==> config.mk <==
export PLATFORM = sky130hd
export DESIGN_NAME = adder_vector_recorder
export DESIGN_NICKNAME = d
export VERILOG_FILES = /design/src/rtl/adder_vector_recorder.sv
export SDC_FILE = /design/constraint.sdc
export NUM_CORES = 1
export LEC_CHECK = 0
export ABC_AREA = 1
export BUFFER_PORTS_ARGS = -buffer_cell sky130_fd_sc_hd__buf_2
export CAP_MARGIN = 20
export CORE_MARGIN = 1.5
export CORE_UTILIZATION = 49
export DETAILED_ROUTE_END_ITERATION = 6
export SLEW_MARGIN = 20
export SYNTH_ARGS = -nofsm -noshare
export SYNTH_HDL_FRONTEND = slang
export SYNTH_SLANG_ARGS = --single-unit
==> constraint.sdc <==
create_clock -name clk -period 10.8 [get_ports clk]
set_input_delay 1.62 -clock clk [delete_from_list [all_inputs] [get_ports clk]]
set_output_delay 1.62 -clock clk [all_outputs]
set_load 0.1 [all_outputs]
==> src/rtl/adder_vector_recorder.sv <==
// rtl/adder_vector_recorder.sv - buffers {a,b,y} adder vectors and drains them as a/b/y word stream
// Optional RECORDER_CHECK_EN: checks y == a+b on every captured sample.
module adder_vector_recorder #(
  parameter int DATA_W = 8,
  parameter int DEPTH  = 25,
  parameter int CNT_W  = 5,
  parameter int ERR_W  = 16
) (
  input  logic              clk,
  input  logic              rst,
  input  logic              in_valid,
  output logic              in_ready,
  input  logic [DATA_W-1:0] in_a,
  input  logic [DATA_W-1:0] in_b,
  input  logic [DATA_W:0]   in_y,
  input  logic              dump_start,
  output logic              dump_valid,
  input  logic              dump_ready,
  output logic [DATA_W:0]   dump_data,
  output logic              dump_done,
  output logic [CNT_W-1:0]  count,
  output logic              full,
  output logic [ERR_W-1:0]  err_count,
  output logic              mismatch
);

  typedef enum logic [1:0] {CAPTURE, DUMP, DONE} state_t;

  state_t             state;
  logic [DATA_W-1:0]  mem_a [DEPTH];
  logic [DATA_W-1:0]  mem_b [DEPTH];
  logic [DATA_W:0]    mem_y [DEPTH];
  logic [CNT_W-1:0]   wr_ptr;
  logic [CNT_W-1:0]   rd_ptr;
  logic [1:0]         sub;
  logic               accept;
  logic [CNT_W-1:0]   count_nxt;
  logic [DATA_W:0]    rd_word;

  assign accept    = (state == CAPTURE) && in_valid && in_ready;
  assign count_nxt = count + CNT_W'(accept);
  assign full      = (count == CNT_W'(DEPTH));

  // Buffer storage has no reset; entries are only read after being written.
  always_ff @(posedge clk) begin
    if (accept) begin
      mem_a[wr_ptr] <= in_a;
      mem_b[wr_ptr] <= in_b;
      mem_y[wr_ptr] <= in_y;
    end
  end

  always_comb begin
    rd_word = '0;
    case (sub)
      2'd0:    rd_word = {1'b0, mem_a[rd_ptr]};
      2'd1:    rd_word = {1'b0, mem_b[rd_ptr]};
      default: rd_word = mem_y[rd_ptr];
    endcase
  end

  always_ff @(posedge clk or posedge rst) begin
    if (rst) begin
      state      <= CAPTURE;
      count      <= '0;
      wr_ptr     <= '0;
      rd_ptr     <= '0;
      sub        <= 2'd0;
      in_ready   <= 1'b1;
      dump_valid <= 1'b0;
      dump_data  <= '0;
      dump_done  <= 1'b0;
    end else begin
      dump_done <= 1'b0;
      case (state)
        CAPTURE: begin
          if (accept) wr_ptr <= wr_ptr + CNT_W'(1);
          count <= count_nxt;
          // A sample accepted alongside dump_start is already counted in count_nxt.
          if (dump_start && (count_nxt != '0)) begin
            state    <= DUMP;
            in_ready <= 1'b0;
            rd_ptr   <= '0;
            sub      <= 2'd0;
          end else begin
            in_ready <= (count_nxt < CNT_W'(DEPTH));
          end
        end
        DUMP: begin
          if (!dump_valid || dump_ready) begin
            if (rd_ptr != count) begin
              dump_valid <= 1'b1;
              dump_data  <= rd_word;
              if (sub == 2'd2) begin
                sub    <= 2'd0;
                rd_ptr <= rd_ptr + CNT_W'(1);
              end else begin
                sub <= sub + 2'd1;
              end
            end else if (dump_valid) begin
              dump_valid <= 1'b0;
              dump_done  <= 1'b1;
              state      <= DONE;
            end
          end
        end
        DONE: begin
          count    <= '0;
          wr_ptr   <= '0;
          rd_ptr   <= '0;
          sub      <= 2'd0;
          in_ready <= 1'b1;
          state    <= CAPTURE;
        end
        default: state <= CAPTURE;
      endcase
    end
  end

`ifdef RECORDER_CHECK_EN
  logic [DATA_W:0] sum;
  assign sum = {1'b0, in_a} + {1'b0, in_b};

  always_ff @(posedge clk or posedge rst) begin
    if (rst) begin
      err_count <= '0;
      mismatch  <= 1'b0;
    end else if (accept && (in_y != sum)) begin
      mismatch <= 1'b1;
      if (err_count != '1) err_count <= err_count + ERR_W'(1);
    end
  end
`else
  assign err_count = '0;
  assign mismatch  = 1'b0;
`endif

endmodule

# Word level (Yosys, flattened, before mapping)
# Memories as Yosys holds them, arrays and structs flattened.
# Cells that the tools add are included.
[totals]
reg_bits = 31
n_memories = 3
ram_bits = 625
out_inout_bits = 35
elab_cells = 74
[op_classes]
n_addsub = 4
muxes = 28
eq_ne = 13
reduce_logical = 16
order_cmp = 1
[mem_list]
columns = ["name", "words", "width", "read_ports", "rd_clocked_by_memory_dff", "write_ports", "line_no", "rtl"]
rows = [
  ["mem_y", 25, 9, 1, 0, 1, "32", "logic [DATA_W:0] mem_y [DEPTH];"],
  ["mem_a", 25, 8, 1, 0, 1, "30", "logic [DATA_W-1:0] mem_a [DEPTH];"],
  ["mem_b", 25, 8, 1, 0, 1, "31", "logic [DATA_W-1:0] mem_b [DEPTH];"],
]
[ops]
columns = ["operator", "n"]
rows = [
  ["two-way mux 5 bit", 5],
  ["one-hot mux 5 bit (2 select lines)", 2],
  ["one-hot mux 9 bit (2 select lines)", 1],
  ["two-way mux 2 bit", 8],
  ["one-hot mux 5 bit (3 select lines)", 1],
  ["inequality test 2 bit, second input constant", 6],
  ["adder 5 x 1 -> 5 bit, second input constant", 2],
  ["two-way mux 1 bit", 8],
  ["AND reduction 4 bit", 2],
  ["one-hot mux 2 bit (3 select lines)", 1],
  ["adder 5 x 1 -> 5 bit", 1],
  ["== test 5 bit, second input constant", 1],
  ["less-than comparator 5 bit, second input constant", 1],
  ["inequality test 5 bit", 1],
  ["AND reduction 5 bit", 1],
  ["nonzero test 5 bit", 1],
  ["== test 2 x 1 -> 1 bit, second input constant", 2],
  ["== test 2 bit, second input constant", 2],
  ["zero test 2 bit", 2],
  ["one-hot mux 2 bit (2 select lines)", 1],
  ["AND reduction 2 bit", 2],
  ["logical AND 1 bit", 3],
  ["AND reduction 3 bit", 1],
  ["nonzero test 3 bit", 1],
  ["other kinds (6)", 6],
]

# Logic depth before layout (Yosys ltp)
[logic_depth]
ltp_word = 8
mapped_depth = 18

# Least setup slack after synthesis
# Ideal clock, no wire load.
[synth_timing]
kind = "flip-flop to output port"
startpoint = "register count[0]"
endpoint = "output port full"
path_stages_with_launch = 3
t_arrival_ns = 3.999
n_path_buf = 0
path_slack_ns = 5.181
required_ns = 9.180
cell_sequence = "dfrtp_1 inv_1 nor4_1"
[synth_between]
elab_chain_cells = 1
[synth_rtl]
columns = ["item", "line_no", "rtl"]
rows = [
  ["from (decl)", "21", "output logic [CNT_W-1:0] count,"],
  ["from (signal assigned)", "78", "count <= count_nxt;"],
  ["== test 5 bit", "42", "assign full = (count == CNT_W'(DEPTH));"],
  ["to (decl)", "22", "output logic full,"],
]
# No other way between the ends.

# Worst setup path after layout
[layout_timing]
startpoint = "register count[2]"
endpoint = "output port full"
# Same word-level chain as after synthesis.

==> impl_metrics.csv <==
group,metric,value,unit
critical_path,critPathLaunchType,"flop",
clock_network,clockBufferDepth,3,
synthesis,synthMostInstantiatedCell,"nand2_1",
synthesis,synth-async-reset-ratio,4.73,%
worst_hold_path,worstHoldStart,"dump_data[8]",
clock_network,cts_setup_buffers,0,
sta,rsz0062_at_grt,"false",
clock_network,cts_resized,0,
placement,place_congestion,0.808,
routing,first_pass_iters,7,
synthesis,synth_common_cells,"nand2_1, edfxtp_1, nand3_1, nor2_1, inv_1",
clock_network,holdBufCountCts,0,
clock_network,clock_sinks,656,
critical_path,worstSetupStartpoint,"count[2]",
pwr,ir_worst_vdd,177,uV
sta,setup_viol,0,
floorplanning,rows,86,
sta,drv_slew,0,
floorplanning,start_util,49.8,%
synthesis,yosys_register_bits,656,
sta,fin_tns_setup,0,ps
routing,drt_wl_total,69700,um
synthesis,synth_top_area_share,68.1,%
finish,n_antenna_cell,0,
synthesis,netlist_instances,2465,
finish,layout-drive-gt1-share,8.43,%
critical_path,reg2reg_from,"rd_ptr[1]",
critical_path,crit_arrival,2050,ps
global_routing,grt_max_degree,200,
synthesis,ys_types,39,
global_routing,antenna_found_initial,3,
global_routing,grt_pass1_wl,106000,um
sta,period_needed,3670,ps
status,violations,"DRC",
routing,viasPerCell,5.43,
critical_path,worst_setup_path_end_kind,"primary output",
routing,ant_nets,0,
sta,worst_pin_slew,1130,ps
synthesis,synth.area.top_cells,"edfxtp_1, nand2_1, nand3_1",
routing,drt_iter0_drc,1647,
sta,max_clock_freq,0.273,GHz
routing,vias,17800,
clock_network,clk_pin_slew_worst_paths,50,ps
floorplanning,die_area,57700,sq um
placement,numPortBuffers,47,
routing,routedWlPerCell,21.3,um
synthesis,synth_edf_count,625,
critical_path,worstPathRequired,9180,ps
sta,hold_viol,0,
synthesis,dominantRegCellSynth,"edfxtp_1",
synthesis,yosysTopAreaCell,"edfxtp_1",
clock_network,htreeDepth,3,
critical_path,path_class,"flop to primary output",
placement,placed_area,28300,sq um
clock_network,cts_tree,"done",
placement,dp_hpwl,36300,um
synthesis,synth.avg_cell_area,11.2,sq um
floorplanning,chipWidth,240,um
routing,drc_errors,1,
clock_network,cts_buffers,69,
worst_hold_path,hp-class,"flop to flop",
status,status,"complete, but fails checks",
global_routing,track_usage,24.8,%
floorplanning,io_pins,65,
floorplanning,core_area,55300,sq um
critical_path,path_max_fanout,7,
sta,max_slew_margin,24.3,%
finish,final_net_count,2511,
global_routing,grt-ovfl-total,0,
global_routing,grt_pass1_vias,17300,
clock_network,insertion_delay,590,ps
pwr,leakage,11.5,nW
sta,clock_skew,16.0,ps
pwr,cellPowerDensity,237,nW/um^2
finish,design_area,30500,sq um
synthesis,synth_warnings,0,
synthesis,synth_area,27600,sq um
clock_network,cts-root-buf,"clkbuf_16",
floorplanning,die_h,240,um
finish,fill_cells,4739,
run,maxCapViolCount,0,
finish,syn2layout_area_growth,10.8,%
sta,period_share,34.0,%
synthesis,seq_area_frac_synth,70.9,%
==> cell type report <==
type                       instances  area [sq um]  share of cell area [%]
tap                              748           936                    3.06
clock buffer                      99          1920                    6.29
clock inverter                    24           190                   0.623
inverter                         186           708                    2.32
timing repair buffer              72           561                    1.84
sequential                       656         19600                    64.0
multi-input combinational       1489          6680                    21.9
==> stage by stage <==
stage / hold WS [ps] / util, % / power (mW) / std cells / setup WS (ps)
floorplan: 542 / - / 4.53 / 2481 / 5180
global placement: 471 / 51.1 / 5.01 / 3144 / 6830
detailed placement: 471 / 51.1 / 5.03 / 3144 / 6800
CTS: 493 / 54.9 / 7.27 / 3267 / 7080
global route: 516 / 55.2 / 7.59 / 3274 / 6960
finish: 495 / 55.2 / 7.24 / 3274 / 7130
==> metal layers <==
layer / up-vias / part of all wire (%) / global-route usage (%)
met5: - / 0 / 0
met1: 8724 / 44 / 34.8
met4: 0 / 2.3 / 7.64
met3: 99 / 6.5 / 3.77
met2: 611 / 47 / 40.1
li1: 8341 / - / -
==> path summary, 6_finish.rpt <==
kind	endpoint	slack, ps	cells past startpoint
worst max-delay path	full	7130	2
worst min-delay path	dump_data[8]	490	2
worst max register to register	dump_data[0]	7140	11
worst min register to register	dump_data[8]	490	2
max in group asynchronous	rd_ptr[0]	8990	2
min in group asynchronous	sub[1]	1200	2
==> layout by cell type (no fill, tap or decap), types with 4 or more instances in the layout <==
master,instances
clkinv_1,9
o211ai_1,23
nand3_1,319
inv_1,179
conb_1,17
xor2_1,6
o21ai_1,20
dfrtp_1,27
clkinv_2,10
nor2_2,5
nor2_4,23
edfxtp_1,625
buf_2,47
buf_4,17
a21oi_1,34
or2_2,7
clkbuf_8,4
o21ai_0,106
clkbuf_1,24
clkbuf_16,71
nor2_1,243
buf_16,5
nand2_1,650
inv_2,5
ha_1,7
==> power breakdown <==
group	leakage [nW]	internal, mW	total, mW	switching [mW]
logic	4.51	0.492	1.95	1.46
clock network	1.03	1.31	2.25	0.945
registers	6.00	2.90	3.03	0.138
total	11.5	4.70	7.24	2.55
==> critical path, stage by stage (launching register included) <==
cell and delay, ps:
dfrtp_1 460, nor4_1 470, buf_2 520
==> sequential cells by signal, summed over array words and instances (netlist names) <==
signal      count
sub             2
count           5
in_ready        1
mem_b         200
wr_ptr          5
dump_valid      1
mem_y         225
dump_done       1
dump_data       9
state           2
rd_ptr          5
mem_a         200
==> cell families (layout without fill, tap and decap cells) <==
group | after synthesis | in the layout | synth area share, %
AND/OR/NAND/NOR | 1262 | 1262 | 18.9
flip-flops | 656 | 656 | 70.9
buffers and inverters | 336 | 381 | 5.76
AO/OA/AOI/OAI | 194 | 194 | 3.84
XOR/XNOR | 9 | 9 | 0.286
adder cells (fa/ha/maj) | 7 | 7 | 0.318
other | 1 | 17 | 0.0136
Power figures use the tool's default switching activity.
